<file path="src/rtl/datapath_pkg.sv">
// ---------------------------------------------------------------------------
// datapath_pkg
// Shared constants and types for the single-bus CPU datapath.
//   WORD_W      : data path width (32)
//   SHAMT_W     : width of the shift-amount field taken from the bus (5)
//   bus_src_e   : bus source selection, listed in priority order
//   alu_op_e    : ALU operation (pass, increment, arithmetic shift right)
//   sext_c      : sign-extends the 19-bit IR constant field to a full word
// ---------------------------------------------------------------------------
package datapath_pkg;

  localparam int WORD_W  = 32;
  localparam int SHAMT_W = 5;
  localparam int CONST_W = 19;

  // Highest priority first; SRC_NONE means nothing drives the bus.
  typedef enum logic [3:0] {
    SRC_NONE   = 4'd0,
    SRC_PC     = 4'd1,
    SRC_MDR    = 4'd2,
    SRC_ZLO    = 4'd3,
    SRC_ZHI    = 4'd4,
    SRC_HI     = 4'd5,
    SRC_LO     = 4'd6,
    SRC_INPORT = 4'd7,
    SRC_C      = 4'd8,
    SRC_R2     = 4'd9,
    SRC_R3     = 4'd10,
    SRC_R4     = 4'd11,
    SRC_R5     = 4'd12,
    SRC_R7     = 4'd13
  } bus_src_e;

  typedef enum logic [1:0] {
    OP_PASS = 2'd0,
    OP_INC  = 2'd1,
    OP_SHRA = 2'd2
  } alu_op_e;

  function automatic logic [WORD_W-1:0] sext_c(input logic [CONST_W-1:0] c);
    return {{(WORD_W-CONST_W){c[CONST_W-1]}}, c};
  endfunction

endpackage

</file>
<file path="src/rtl/reg32.sv">
// ---------------------------------------------------------------------------
// reg32
// 32-bit storage register. Captures on the falling edge of the clock when
// enabled; cleared asynchronously by an active-low clear.
//   i_clk   : clock (capture on falling edge)
//   i_clr_n : asynchronous active-low clear
//   i_en    : load enable
//   i_d     : data in
//   o_q     : stored value
// ---------------------------------------------------------------------------
module reg32
  import datapath_pkg::*;
(
  input  logic              i_clk,
  input  logic              i_clr_n,
  input  logic              i_en,
  input  logic [WORD_W-1:0] i_d,
  output logic [WORD_W-1:0] o_q
);

  logic [WORD_W-1:0] r_q;

  always_ff @(negedge i_clk or negedge i_clr_n) begin
    if (!i_clr_n) begin
      r_q <= '0;
    end else if (i_en) begin
      r_q <= i_d;
    end
  end

  assign o_q = r_q;

endmodule

</file>
<file path="src/rtl/cpu_datapath.sv">
// ---------------------------------------------------------------------------
// cpu_datapath
// 32-bit single-bus CPU datapath. An external control unit supplies one
// control word per clock; every register transfer goes over one shared bus
// and every register captures on the falling edge.
//
// Ports:
//   clk        : clock (registers capture on falling edge)
//   clr        : asynchronous active-low reset
//   MDatain    : memory read data
//   Read       : MDR input select (1 = MDatain, 0 = bus)
//   PCin..R3in : register load enables
//   PCout..R7out : bus source selects (fixed priority, PCout highest)
//   IncPC      : ALU op Z = bus + 1 (wins over SHRA)
//   SHRA       : ALU op Z = Y >>> bus[4:0]
//   BusMuxOut  : current bus value
//   MARout     : memory address register
//   IRout      : instruction register
//
// Optional feature (macro DATAPATH_INPORT_EN):
//   adds InPortData / InPortStrobe and an in-port register that InPortout
//   places on the bus. Without the macro InPortout drives 0.
// ---------------------------------------------------------------------------
module cpu_datapath
  import datapath_pkg::*;
(
  input  logic              clk,
  input  logic              clr,
  input  logic [WORD_W-1:0] MDatain,
  input  logic              Read,
  input  logic              PCin,
  input  logic              IRin,
  input  logic              MARin,
  input  logic              MDRin,
  input  logic              Yin,
  input  logic              Zin,
  input  logic              R1in,
  input  logic              R2in,
  input  logic              R3in,
  input  logic              PCout,
  input  logic              MDRout,
  input  logic              Zlowout,
  input  logic              Zhighout,
  input  logic              HIout,
  input  logic              LOout,
  input  logic              InPortout,
  input  logic              Cout,
  input  logic              R2out,
  input  logic              R3out,
  input  logic              R4out,
  input  logic              R5out,
  input  logic              R7out,
  input  logic              IncPC,
  input  logic              SHRA,
`ifdef DATAPATH_INPORT_EN
  input  logic [WORD_W-1:0] InPortData,
  input  logic              InPortStrobe,
`endif
  output logic [WORD_W-1:0] BusMuxOut,
  output logic [WORD_W-1:0] MARout,
  output logic [WORD_W-1:0] IRout
);

  // Register outputs
  logic [WORD_W-1:0] w_pc, w_ir, w_mar, w_mdr, w_y;
  logic [WORD_W-1:0] w_zlo, w_zhi;
  logic [WORD_W-1:0] w_r1, w_r2, w_r3, w_r4, w_r5, w_r7;
  logic [WORD_W-1:0] w_hi, w_lo, w_inport;

  // Bus, MDR input and ALU
  logic [WORD_W-1:0]   w_bus;
  logic [WORD_W-1:0]   w_mdr_d;
  bus_src_e            w_src;
  alu_op_e             w_op;
  logic [2*WORD_W-1:0] w_alu_res;

  // -------------------------------------------------------------------------
  // Loadable registers
  // -------------------------------------------------------------------------
  reg32 u_pc  (.i_clk(clk), .i_clr_n(clr), .i_en(PCin),  .i_d(w_bus),   .o_q(w_pc));
  reg32 u_ir  (.i_clk(clk), .i_clr_n(clr), .i_en(IRin),  .i_d(w_bus),   .o_q(w_ir));
  reg32 u_mar (.i_clk(clk), .i_clr_n(clr), .i_en(MARin), .i_d(w_bus),   .o_q(w_mar));
  reg32 u_mdr (.i_clk(clk), .i_clr_n(clr), .i_en(MDRin), .i_d(w_mdr_d), .o_q(w_mdr));
  reg32 u_y   (.i_clk(clk), .i_clr_n(clr), .i_en(Yin),   .i_d(w_bus),   .o_q(w_y));
  reg32 u_r1  (.i_clk(clk), .i_clr_n(clr), .i_en(R1in),  .i_d(w_bus),   .o_q(w_r1));
  reg32 u_r2  (.i_clk(clk), .i_clr_n(clr), .i_en(R2in),  .i_d(w_bus),   .o_q(w_r2));
  reg32 u_r3  (.i_clk(clk), .i_clr_n(clr), .i_en(R3in),  .i_d(w_bus),   .o_q(w_r3));

  // Z is the 64-bit ALU result register, split into two halves sharing Zin.
  reg32 u_zlo (.i_clk(clk), .i_clr_n(clr), .i_en(Zin),
               .i_d(w_alu_res[WORD_W-1:0]),        .o_q(w_zlo));
  reg32 u_zhi (.i_clk(clk), .i_clr_n(clr), .i_en(Zin),
               .i_d(w_alu_res[2*WORD_W-1:WORD_W]), .o_q(w_zhi));

  // -------------------------------------------------------------------------
  // Registers with no load path in this block; they stay at their reset
  // value of 0 but remain real bus sources for a later extension.
  // -------------------------------------------------------------------------
  reg32 u_r4 (.i_clk(clk), .i_clr_n(clr), .i_en(1'b0), .i_d('0), .o_q(w_r4));
  reg32 u_r5 (.i_clk(clk), .i_clr_n(clr), .i_en(1'b0), .i_d('0), .o_q(w_r5));
  reg32 u_r7 (.i_clk(clk), .i_clr_n(clr), .i_en(1'b0), .i_d('0), .o_q(w_r7));
  reg32 u_hi (.i_clk(clk), .i_clr_n(clr), .i_en(1'b0), .i_d('0), .o_q(w_hi));
  reg32 u_lo (.i_clk(clk), .i_clr_n(clr), .i_en(1'b0), .i_d('0), .o_q(w_lo));

`ifdef DATAPATH_INPORT_EN
  reg32 u_inport (.i_clk(clk), .i_clr_n(clr), .i_en(InPortStrobe),
                  .i_d(InPortData), .o_q(w_inport));
`else
  assign w_inport = '0;
`endif

  // MDR takes memory data during a read, otherwise whatever is on the bus.
  assign w_mdr_d = Read ? MDatain : w_bus;

  // -------------------------------------------------------------------------
  // Bus source priority encoder
  // -------------------------------------------------------------------------
  always_comb begin
    w_src = SRC_NONE;
    if      (PCout)     w_src = SRC_PC;
    else if (MDRout)    w_src = SRC_MDR;
    else if (Zlowout)   w_src = SRC_ZLO;
    else if (Zhighout)  w_src = SRC_ZHI;
    else if (HIout)     w_src = SRC_HI;
    else if (LOout)     w_src = SRC_LO;
    else if (InPortout) w_src = SRC_INPORT;
    else if (Cout)      w_src = SRC_C;
    else if (R2out)     w_src = SRC_R2;
    else if (R3out)     w_src = SRC_R3;
    else if (R4out)     w_src = SRC_R4;
    else if (R5out)     w_src = SRC_R5;
    else if (R7out)     w_src = SRC_R7;
  end

  // -------------------------------------------------------------------------
  // Bus multiplexer
  // -------------------------------------------------------------------------
  always_comb begin
    w_bus = '0;
    unique case (w_src)
      SRC_PC:     w_bus = w_pc;
      SRC_MDR:    w_bus = w_mdr;
      SRC_ZLO:    w_bus = w_zlo;
      SRC_ZHI:    w_bus = w_zhi;
      SRC_HI:     w_bus = w_hi;
      SRC_LO:     w_bus = w_lo;
      SRC_INPORT: w_bus = w_inport;
      SRC_C:      w_bus = sext_c(w_ir[CONST_W-1:0]);
      SRC_R2:     w_bus = w_r2;
      SRC_R3:     w_bus = w_r3;
      SRC_R4:     w_bus = w_r4;
      SRC_R5:     w_bus = w_r5;
      SRC_R7:     w_bus = w_r7;
      default:    w_bus = '0;
    endcase
  end

  // -------------------------------------------------------------------------
  // ALU: IncPC outranks SHRA; the high half of the result is always 0 for
  // the operations implemented here.
  // -------------------------------------------------------------------------
  always_comb begin
    w_op = OP_PASS;
    if (IncPC) begin
      w_op = OP_INC;
    end else if (SHRA) begin
      w_op = OP_SHRA;
    end
  end

  always_comb begin
    w_alu_res = '0;
    unique case (w_op)
      OP_INC:  w_alu_res[WORD_W-1:0] = w_bus + WORD_W'(1);
      // Only the low SHAMT_W bits of the bus form the shift amount.
      OP_SHRA: w_alu_res[WORD_W-1:0] = WORD_W'($signed(w_y) >>> w_bus[SHAMT_W-1:0]);
      default: w_alu_res[WORD_W-1:0] = w_bus;
    endcase
  end

  assign BusMuxOut = w_bus;
  assign MARout    = w_mar;
  assign IRout     = w_ir;

endmodule

</file>
<file path="config.mk">
export PLATFORM = sky130hd
export DESIGN_NAME = cpu_datapath
export DESIGN_NICKNAME = d
export VERILOG_FILES = /design/src/rtl/datapath_pkg.sv /design/src/rtl/reg32.sv /design/src/rtl/cpu_datapath.sv
export SDC_FILE = /design/constraint.sdc
export NUM_CORES = 1
export LEC_CHECK = 0
export CORE_AREA = 4 4 219 221
export CTS_BUF_LIST = sky130_fd_sc_hd__clkbuf_4
export DETAILED_ROUTE_END_ITERATION = 6
export DIE_AREA = 0 0 223 225
export PLACE_DENSITY_LB_ADDON = 0.15
export SYNTH_ARGS = -nofsm -noshare
export SYNTH_HDL_FRONTEND = slang
export SYNTH_HIERARCHICAL = 1
export SYNTH_SLANG_ARGS = --single-unit
</file>
<file path="constraint.sdc">
create_clock -name clk -period 8.5 [get_ports clk]
set_input_delay 2.55 -clock clk [delete_from_list [all_inputs] [get_ports clk]]
set_output_delay 2.55 -clock clk [all_outputs]
set_load 0.1 [all_outputs]
</file>
==> flow_summary_export.csv <==
group,metric,value,unit
critical_path,critical_path.endpoint_type,"register",
sta,postLayoutSetupSlackWorst,-1.455,ns
synth,yosys_top_cell_by_area,"dfrtn_1",
critical_path,buffers_inverters_on_critical_path,8,
synth,yosysMostFrequentCell,"dfrtn_1",
final_layout,drive_above_1_share,60.54,%
run_status,status,"finished, violations left",
critical_path,crit_path_max_incr_delay,0.41,ns
place,routabilityCongestion,0.9633,
floorplan,fp.dieArea,0.05018,mm^2
critical_path,worst-setup-path-type,"in2reg",
power,power_leakage,18.11,nW
synth,synth-warning-count,6,
sta,finalHoldViolCount,0,
sta,hold_ws,0.4533,ns
critical_path,worst_path_most_repeated_cell,"buf_6",
routing,drc,2,
synth,area_fraction_of_the_dominant_cell_type_after_synthesis,43.93,%
synth,library_cells_used_by_synthesis,100,
clocking,cts_buffers,130,
synth,synthFlopType,"dfrtn_1",
clocking,worst_skew_pair.late_latency,0.85,ns
critical_path,crit_path_max_fanout,4,
synth,syn-instance-count,1912,
final_layout,areaGrowthSynthToFinish,48.08,%
synth,synth_sequential_area_ratio,43.93,%
floorplan,num_rows,79,
power,clock_power_share,20.2,%
clocking,clock_sinks,448,
synth,synth_edf_count,0,
job,max-cap-violations,0,
clocking,tritoncts,"built",
clocking,clock_tree.htree_level_count,4,
critical_path,critical_path.top_delay_family,"compound AO/OA/AOI/OAI gates",
power,peak_vdd_ir,0.0002938,V
sta,finalMaxSlewViolations,0,
power,gate_power_share,50.8,%
power,switching_share,40.30,%
sta,rsz0062_at_grt,"true",
floorplan,chip_width,223,um
sta,timing.clock.skew,0.05608,ns
synth,cell_area_synth,0.02552,mm^2
sta,timing.slew.headroom,50.25,%
power,pwr-share-seq,29.0,%
place,dp_hpwl,59690,um
critical_path,critical_path.startpoint_type,"input pin",
clocking,postCtsHoldBufs,0,
critical_path,critPathSlowestCell,"a211o_4",
floorplan,initial_core_util,55.28,%
global_route,number_of_antenna_violations_at_the_first_check_in_global_routing,2,
routing,drt-vias-per-instance,5.970,
routing,detail-route-antenna-nets,0,
routing,wl,96250,um
power,totalPowerFinal,10.53,mW
synth,ys_top_cells_by_area,"dfrtn_1 44%, mux2_4 25%, mux2i_1 4.4%, mux2_2 3.8%, buf_12 3.3%",
run_status,violations,"DRC, setup timing",
clocking,max-clock-path-buffers,3,
global_route,grt_first_pass_wirelength,138700,um
final_layout,finish.net_count,2979,
floorplan,chipHeight,225,um
critical_path,r2r_setup_slack,5.24,ns
power,power.internal,6.286,mW
power,power_density,278.7,mW/mm^2
critical_path,worst_ep_arrival_time,6.36,ns
clocking,cts_root_buf,"clkbuf_4",
synth,post_synth.cell_area_avg,13.35,um^2
floorplan,boundaryPins,155,
routing,firstDrtPassIters,7,
critical_path,cp_data_required_time,4.90,ns
global_route,first_global_vias,22600,
floorplan,floorplan.core_area,0.04616,mm^2
synth,top_cells_by_count_synth,"448 x dfrtn_1, 420 x mux2_4, 116 x nand2_1",
routing,vias,21570,
final_layout,final_layout_fill_cell_count,2472,
place,count_of_buffers_from_port_buffering,153,
critical_path,path_cells,"buf_6, buf_6, a221o_1, a211o_4, buf_12, buf_12, buf_12, buf_6, buf_6, mux2i_4, o22ai_2, nand3b_1, and4b_1, nand4_1, buf_6, nor4_4, xnor2_1, o221ai_2, mux2_4",
sta,worstMarginPinSlew,0.7462,ns
global_route,track_usage,36.27,%
routing,routed_wire_length_per_instance,26.64,um
clocking,clock_slew_seen_by_the_registers_of_the_worst_setup_and_hold_paths,0.05,ns
global_route,grt.overflow.total,0,
synth,synthArstFlopShare,100.0,%
power,netSwitchingPower,4.244,mW
synth,ys_ff_latch,448,
sta,setup-violations-final,290,
sta,finalSetupTns,-184.43,ns
global_route,grt_start_max_net_pins,70,
routing,first_iter_violations,2153,
hold_path,hold_path_class,"reg2reg",
layout by cell type, fill, tap and decap left out, types with 29 or more instances in the layout:
cell type,netlist,routed
clkbuf_4,0,188
buf_8,0,29
buf_12,42,109
nand2_1,116,98
nor2_1,47,35
conb_1,1,197
clkdlybuf4s50_1,0,34
mux2_4,420,469
a21oi_1,60,31
mux2_2,87,40
mux2i_4,0,34
dfrtn_1,448,448
buf_6,22,137
mux2i_1,112,61
buf_4,12,497
cell type report:
cell class / instances / area [um^2] / area share (%)
multi-input cells: 1490 / 15560 / 41.18
flip-flops and latches: 448 / 11210 / 29.67
repair buffers: 826 / 8433 / 22.32
clock buffers: 188 / 1411 / 3.735
well taps: 607 / 759.5 / 2.010
clock inverters: 28 / 221.5 / 0.5861
inverters: 22 / 166.4 / 0.4404
repair inverters: 1 / 16.27 / 0.04305
diodes: 3 / 7.507 / 0.01987
layer usage:
metal,part of all wire (%),track usage [%],vias up
met2,47,57.37,1241
met3,8.7,9.965,325
met4,5.0,17.22,0
li1,-,-,9003
met5,0,0,-
met1,39,46.66,11000
power groups by stage:
stage	clock (mW)	combinational, mW	sequential, mW
2_1_floorplan	0	2.20	3.55
3_3_place_gp	0	4.21	2.97
3_5_place_dp	0	4.25	2.99
4_1_cts	2.14	4.91	3.00
5_1_grt	2.29	5.49	3.09
6_report	2.13	5.35	3.06
registers in the layout, summed over array words and instances (netlist names):
register   flops
u_mar/o_q     32
u_r3/o_q      32
u_ir/o_q      32
u_r2/o_q      32
u_mdr/o_q     32
u_hi/o_q      32
u_r4/o_q      32
u_lo/o_q      32
u_pc/o_q      32
u_r5/o_q      32
u_zhi/o_q     32
u_r7/o_q      32
u_y/o_q       32
u_zlo/o_q     32
cells by family (layout without fill, tap and decap cells):
group	Yosys count	after routing	synth area share, %
compound gates	323	323	9.282
xor+xnor	17	17	0.5835
fa+ha+maj	1	1	0.04902
buf+inv	170	1065	6.153
flops	448	448	43.93
mux	623	623	33.17
other cells	1	200	0.01470
simple gates	329	329	6.811
worst register-to-register path: cells and delay by family (launching register included):
family / cells / cell delay [ns]
and+or+nand+nor: 3 / 0.75
muxes: 1 / 0.27
buffers and inverters: 3 / 0.57
xor gates and xnor gates: 1 / 0.18
AOI/OAI and AO/OA: 5 / 0.94
DFF: 1 / 0.41
metrics by stage:
step	setup WS (ns)	utilization [%]	std cells	area [um^2]
floorplan	-2.612	-	2108	27300
global placement	-2.548	68.66	3174	31690
detailed placement	-2.595	68.66	3174	31690
CTS	-1.183	78.82	3537	36380
global route	-1.424	81.86	3613	37790
finish	-1.455	81.86	3613	37790
path summary, 6_finish.rpt:
check,start,end,cells past startpoint
worst max-delay path,R3out,u_zlo/o_q[30],19
min in group asynchronous,clr,u_ir/o_q[7],1
worst min-delay path,u_lo/o_q[19],u_lo/o_q[19],1
max in group asynchronous,clr,u_hi/o_q[6],2
worst max register to register,u_zhi/o_q[11],u_zlo/o_q[31],13
worst min register to register,u_lo/o_q[19],u_lo/o_q[19],1
what timing repair did:
action                                  4_1_cts  5_1_grt
pin swaps                                   133       80
setup buffers                               150       88
gates cloned                                  5        0
resized for setup                           495      185
endpoints found under the setup margin      296      292
No activity file was read; power rests on OpenSTA's default activity.
